`config.mk`:
```
export PLATFORM = sky130hd
export DESIGN_NAME = sram_arb_2p
export DESIGN_NICKNAME = d
export VERILOG_FILES = /design/src/rtl/sram_arb_2p.sv
export SDC_FILE = /design/constraint.sdc
export NUM_CORES = 1
export LEC_CHECK = 0
export BUFFER_PORTS_ARGS = -buffer_cell sky130_fd_sc_hd__buf_2
export CORE_AREA = 3 3 87 89
export DETAILED_ROUTE_END_ITERATION = 10
export DIE_AREA = 0 0 90 92
export PLACE_DENSITY = 0.65
export SYNTH_ARGS = -nofsm -noshare
export SYNTH_HDL_FRONTEND = slang
export SYNTH_SLANG_ARGS = --single-unit
```
`constraint.sdc`:
```
create_clock -name CLK -period 2.6 [get_ports CLK]
set_input_delay 0.13 -clock CLK [delete_from_list [all_inputs] [get_ports CLK]]
set_output_delay 0.13 -clock CLK [all_outputs]
set_load 0.01 [all_outputs]
```
`src/rtl/sram_arb_2p.sv`:
```
// Two-requester round-robin arbiter in front of a single-port sync SRAM; zero-sweeps the array after reset.
// Optional macro SRAM_ARB_OUTREG_EN adds one register stage on the read-return path (2-cycle read latency).
module sram_arb_2p #(
  parameter int unsigned BPW  = 32,
  parameter int unsigned WORD = 256,
  parameter int unsigned ADDR = $clog2(WORD)
) (
  input  logic            CLK,
  input  logic            RST,
  input  logic            s0_valid,
  output logic            s0_ready,
  input  logic            s0_we,
  input  logic [ADDR-1:0] s0_addr,
  input  logic [BPW-1:0]  s0_wdata,
  output logic            s0_rvalid,
  output logic [BPW-1:0]  s0_rdata,
  input  logic            s1_valid,
  output logic            s1_ready,
  input  logic            s1_we,
  input  logic [ADDR-1:0] s1_addr,
  input  logic [BPW-1:0]  s1_wdata,
  output logic            s1_rvalid,
  output logic [BPW-1:0]  s1_rdata,
  output logic            init_done,
  output logic            sram_CEN,
  output logic            sram_WEN,
  output logic [ADDR-1:0] sram_A,
  output logic [BPW-1:0]  sram_D,
  input  logic [BPW-1:0]  sram_Q
);

  typedef enum logic {S_INIT, S_RUN} state_t;

  state_t          state;
  logic [ADDR-1:0] init_cnt;
  logic            rr_ptr;
  logic            pend_valid;
  logic            pend_owner;

  logic            gnt_any;
  logic            gnt;
  logic            gnt_we;
  logic [ADDR-1:0] gnt_addr;
  logic [BPW-1:0]  gnt_wdata;

  // Grant selection: sole valid requester wins, rr_ptr breaks ties.
  always_comb begin
    gnt_any   = !RST && (state == S_RUN) && (s0_valid || s1_valid);
    gnt       = (s0_valid && s1_valid) ? rr_ptr : s1_valid;
    gnt_we    = gnt ? s1_we    : s0_we;
    gnt_addr  = gnt ? s1_addr  : s0_addr;
    gnt_wdata = gnt ? s1_wdata : s0_wdata;
    s0_ready  = gnt_any && !gnt;
    s1_ready  = gnt_any && gnt;
  end

  // SRAM command mux: sweep writes during INIT, granted command during RUN.
  always_comb begin
    sram_CEN = 1'b1;
    sram_WEN = 1'b1;
    sram_A   = '0;
    sram_D   = '0;
    if (!RST) begin
      if (state == S_INIT) begin
        sram_CEN = 1'b0;
        sram_WEN = 1'b0;
        sram_A   = init_cnt;
      end else if (gnt_any) begin
        sram_CEN = 1'b0;
        sram_WEN = !gnt_we;
        sram_A   = gnt_addr;
        sram_D   = gnt_wdata;
      end
    end
  end

  always_ff @(posedge CLK) begin
    if (RST) begin
      state      <= S_INIT;
      init_cnt   <= '0;
      rr_ptr     <= 1'b0;
      init_done  <= 1'b0;
      pend_valid <= 1'b0;
      pend_owner <= 1'b0;
    end else begin
      pend_valid <= gnt_any && !gnt_we;
      pend_owner <= gnt;
      case (state)
        S_INIT: begin
          init_cnt <= init_cnt + ADDR'(1);
          if (init_cnt == ADDR'(WORD - 1)) begin
            state     <= S_RUN;
            init_done <= 1'b1;
          end
        end
        S_RUN: begin
          if (gnt_any) rr_ptr <= !gnt;
        end
        default: state <= S_INIT;
      endcase
    end
  end

`ifdef SRAM_ARB_OUTREG_EN
  logic           out0_v;
  logic           out1_v;
  logic [BPW-1:0] out0_d;
  logic [BPW-1:0] out1_d;

  // Second return stage; sram_Q is captured only for a pending read.
  always_ff @(posedge CLK) begin
    if (RST) begin
      out0_v <= 1'b0;
      out1_v <= 1'b0;
      out0_d <= '0;
      out1_d <= '0;
    end else begin
      out0_v <= pend_valid && !pend_owner;
      out1_v <= pend_valid && pend_owner;
      out0_d <= (pend_valid && !pend_owner) ? sram_Q : '0;
      out1_d <= (pend_valid && pend_owner)  ? sram_Q : '0;
    end
  end

  assign s0_rvalid = out0_v;
  assign s1_rvalid = out1_v;
  assign s0_rdata  = out0_d;
  assign s1_rdata  = out1_d;
`else
  // Direct return; a reset in the response cycle drops the pending read.
  always_comb begin
    s0_rvalid = !RST && pend_valid && !pend_owner;
    s1_rvalid = !RST && pend_valid && pend_owner;
    s0_rdata  = s0_rvalid ? sram_Q : '0;
    s1_rdata  = s1_rvalid ? sram_Q : '0;
  end
`endif

endmodule
```
## Word-level counts from Yosys, hierarchy flattened

Cells that the tools add are included.

| storage, ports and cells | value |
|---|---|
| output and inout bits | 111 |
| bits in registers | 13 |
| bits of input ports | 118 |
| logic and storage cells | 45 |

| operators by class | value |
|---|---|
| reduce and logical (&&, ||, !) cells | 16 |
| eq/ne operators | 1 |
| muxes and demuxes | 20 |
| add/subtract/negate cells | 1 |
| bitwise logic cells | 1 |

Operator list:

| kind | count |
|---|---|
| two-way mux 32 bit | 6 |
| two-way mux 8 bit | 4 |
| two-way mux 1 bit | 10 |
| logical AND 1 bit | 9 |
| adder 8 x 1 -> 8 bit (second input constant) | 1 |
| == test 8 bit (second input constant) | 1 |
| logical NOT 1 bit | 4 |
| AND reduction 2 bit | 2 |
| logical OR 1 bit | 1 |
| inverter 1 bit | 1 |

## Longest topological paths before layout

| depth | value |
|---|---|
| depth after elaboration | 7 |
| depth in mapped cells | 5 |
| mapped depth without buffers | 4 |

## Worst setup path before layout

Ideal clock, no wire load.

| timing path | value |
|---|---|
| kind | register -> output |
| start point | register rr_ptr |
| end point | output port sram_D[22] |
| path buffers | 1 |
| required time | 2470 ps |
| slack | 1320 ps |
| data arrival time | 1150 ps |
| cell stages (with the launch flop) | 5 |
| cells stage by stage | dfxtp_1 > and2b_1 > nor3_4 > buf_6 > a22o_1 |

| between the ends | value |
|---|---|
| word-level cells in the longest chain between the ends | 5 |

Ends and longest elaborated chain:

| item | line | text |
|---|---|---|
| start: declaration | 36 | `logic rr_ptr;` |
| start signal: assignment | 97 | `if (gnt_any) rr_ptr <= !gnt;` |
| two-way mux 1 bit | 49 | `gnt = (s0_valid && s1_valid) ? rr_ptr : s1_valid;` |
| two-way mux 32 bit | 52 | `gnt_wdata = gnt ? s1_wdata : s0_wdata;` |
| two-way mux 32 bit | 68 | `end else if (gnt_any) begin` |
| two-way mux 32 bit | 64 | `if (state == S_INIT) begin` |
| two-way mux 32 bit | 63 | `if (!RST) begin` |
| end: declaration | 28 | `output logic [BPW-1:0] sram_D,` |

No other way between the ends.

## Final worst setup path

| timing path | value |
|---|---|
| start point | register state |
| end point | output port sram_D[24] |

| between the ends | value |
|---|---|
| word-level cells in the longest chain between the ends | 5 |

Ends and longest elaborated chain:

| item | line | text |
|---|---|---|
| start: declaration | 34 | `state_t state;` |
| start signal: assignment | 79 | `state <= S_INIT;` |
| start signal: assignment | 92 | `state <= S_RUN;` |
| start signal: assignment | 99 | `default: state <= S_INIT;` |
| logical AND 1 bit (2 in a row) | 48 | `gnt_any = !RST && (state == S_RUN) && (s0_valid \|\| s1_valid);` |
| two-way mux 32 bit | 68 |  |
| two-way mux 32 bit (*) | 64 |  |
| two-way mux 32 bit (*) | 63 |  |

Every way passes the cells marked *; elsewhere a longest branch is shown, timed or not.

==> flow_metrics.tcl <==
set metrics [dict create \
    clockBufferDepth 2 \
    port_buffers 228 \
    worstSetupEndpointType "output pin" \
    antenna_found_initial 0 \
    detail-route-antenna-nets 0 \
    synth_flop_cell "dfxtp_1" \
    p_clk_frac 0.362 \
    cts_hold_buf 0 \
    p_switching_mw 0.140 \
    synth.most_common_cell "and2_1" \
    wirelength_um 7000 \
    cp_num_buf_inv 2 \
    rsz0062_at_grt "no" \
    switching_share 0.263 \
    syn_inst 195 \
    die_y_um 92 \
    synth_compound_area_frac 0.300 \
    leakage_nw 1.69 \
    hold_violations 0 \
    netlist_area_um2 1540 \
    cts_root_buf "clkbuf_8" \
    core_area_um2 6830 \
    setup.worst_path.start_class "flip-flop" \
    ys_top_cells_by_area "and2_1, a22o_1, dfxtp_1, a221o_1, buf_6" \
    p_per_area_nw_per_um2 193 \
    num_io_pins 229 \
    r2r_slack_ns 1.23 \
    cpLargestDelayFamily "flip-flops" \
    ir_drop_v 0.000241 \
    cpMaxStageDelayCell "dfxtp_1" \
    first_pass_iters 4 \
    holdCritPathClass "primary input to flip-flop" \
    hpwl_um 5780 \
    ys_warn_count 0 \
    timing.hold.ws_ns 0.182 \
    drv_cap 0 \
    period_needed_ns 2.03 \
    cts.sinks 13 \
    intPower_mw 0.391 \
    yosys.area_share.simple 0.413 \
    synth_cell_types 39 \
    worst_pin_slew_ns 0.835 \
    start_util 0.225 \
    postCtsSetupRepairBufs 0 \
    grt_pass1_wl_um 10900 \
    syn2layout_area_growth_pct 78.7 \
    diodes 0 \
    track_usage 0.155 \
    synth_nets 314 \
    overflow 0 \
    vias_per_cell 4.46 \
    clock_skew_ns 0.00460 \
    fmax_mhz 492 \
    ys_seq_area_frac 0.169 \
    drc 0 \
    arrival_ns 1.90 \
    criticalPathCategory "flip-flop to output pin" \
    synth_edf_count 0 \
    insertion_delay_ns 0.25 \
    synth_top_area_cell "and2_1" \
    nNetsFinal 533 \
    cts.htree.levels 1 \
    synth_top_area_share 0.292 \
    status "complete, no violations" \
    drt-wirelength-per-cell_um 13.7 \
    clk_pin_slew_ns 0.06 \
    period_share 0.781 \
    drt_iter0_markers 54 \
    ys_top_cells_by_count "and2_1, a22o_1, dfxtp_1, nor2_1, a221o_1" \
    die_area_um2 8280 \
    grt_max_degree 42 \
    tns_ns 0 \
    cts_inserted_buffers 3 \
    yosys.area_share.adder 0.00812 \
    synth_top_family_by_area "simple AND/OR/NAND/NOR gates" \
    crit_required_ns 2.47 \
    p_seq_frac 0.396 \
    rows 30 \
    muxShareOfSynthArea 0.00650 \
    finalSetupViolCount 0 \
    synthXorXnorAreaFrac 0.0227 \
    postCtsResizedCells 0 \
    cpPeakStageDelay_ns 0.60 \
    die_x_um 90 \
    worstPathCellList "nand2b_4 > nor3_4 > buf_4 > a22o_1 > buf_2" \
    gp_congestion 0.771 \
    synth.avg_cell_area_um2 7.90 \
    grt_pass1_vias 2188 \
    power_frac_comb 0.242 \
    max-slew-margin-rel 0.443 \
    drive_gt1_frac 0.579 \
    ys_ff_latch 13 \
    vias 2272 \
    maxSlewViolCount 0 \
    critPathMaxFanout 41 \
    synthArstFlopShare 0 \
    cts_tree "yes" \
]
-- kinds of logic (layout without fill, tap and decap cells) --
group / after synthesis / in the layout
and+or+nand+nor: 102 / 102
buffers and inverters: 19 / 237
adders and majority gates: 1 / 1
xor gates and xnor gates: 4 / 4
DFF: 13 / 13
muxes: 1 / 1
AOI/OAI and AO/OA: 55 / 55
-- cell type report --
type / instances / area, µm²
clock buffer: 4 / 45.0
fill: 721 / 4080
inverter: 2 / 7.51
multi-input combinational: 163 / 1160
sequential: 13 / 260
tap: 96 / 120
timing repair buffer: 231 / 1160
-- final timing paths --
path,start,to,cells after the start
max,state,sram_D[24],5
min,s0_we,pend_valid,3
max reg2reg,state,init_cnt[7],3
min reg2reg,init_done,init_done,2
-- worst register-to-register path: cells and delay by family, from the launching register on --
family	cells	cell delay [ns]
DFF	1	0.45
and+or+nand+nor	2	0.72
AOI/OAI and AO/OA	1	0.14
-- placed cells by master, fill, tap and decap left out, types with 2 or more instances in the layout --
cell type / count
nand4b_1: 2
nor2_1: 9
or3_1: 3
clkbuf_8: 3
o21ai_0: 4
dfxtp_1: 13
a221o_1: 8
xor2_1: 3
buf_4: 3
a22o_1: 32
and2_1: 72
buf_2: 228
a21oi_1: 3
nand2_1: 4
-- metrics by stage --
stage | util | total power, mW | instances | cell area, µm² | setup WS (ns)
floorplan | - | 0.242 | 195 | 1540 | 1.32
global placement | 0.396 | 0.340 | 505 | 2710 | 0.892
detailed placement | 0.396 | 0.343 | 505 | 2710 | 0.861
CTS | 0.403 | 0.533 | 509 | 2750 | 0.576
global route | 0.403 | 0.555 | 509 | 2750 | 0.429
finish | 0.403 | 0.530 | 509 | 2750 | 0.569
-- registers in the layout, summed over array words and instances (netlist names) --
name,flops
rr_ptr,1
pend_owner,1
init_cnt,8
init_done,1
pend_valid,1
state,1
-- power by group through the flow --
stage | combinational (mW) | sequential, mW | clock (mW)
floorplan | 0.0304 | 0.212 | 0
global placement | 0.126 | 0.214 | 0
detailed placement | 0.128 | 0.215 | 0
CTS | 0.129 | 0.210 | 0.194
global route | 0.144 | 0.211 | 0.200
finish | 0.128 | 0.210 | 0.192
-- metal layers --
metal / share of wire / routed length [µm] / vias to the layer above / global-route usage
li1: - / - / 1137 / -
met1: 0.39 / 2760 / 1013 / 0.182
met2: 0.52 / 3610 / 116 / 0.279
met3: 0.082 / 575 / 6 / 0.0451
met4: 0.0074 / 52 / 0 / 0.0332
met5: 0 / 0 / - / 0
Power figures use the tool's default switching activity.
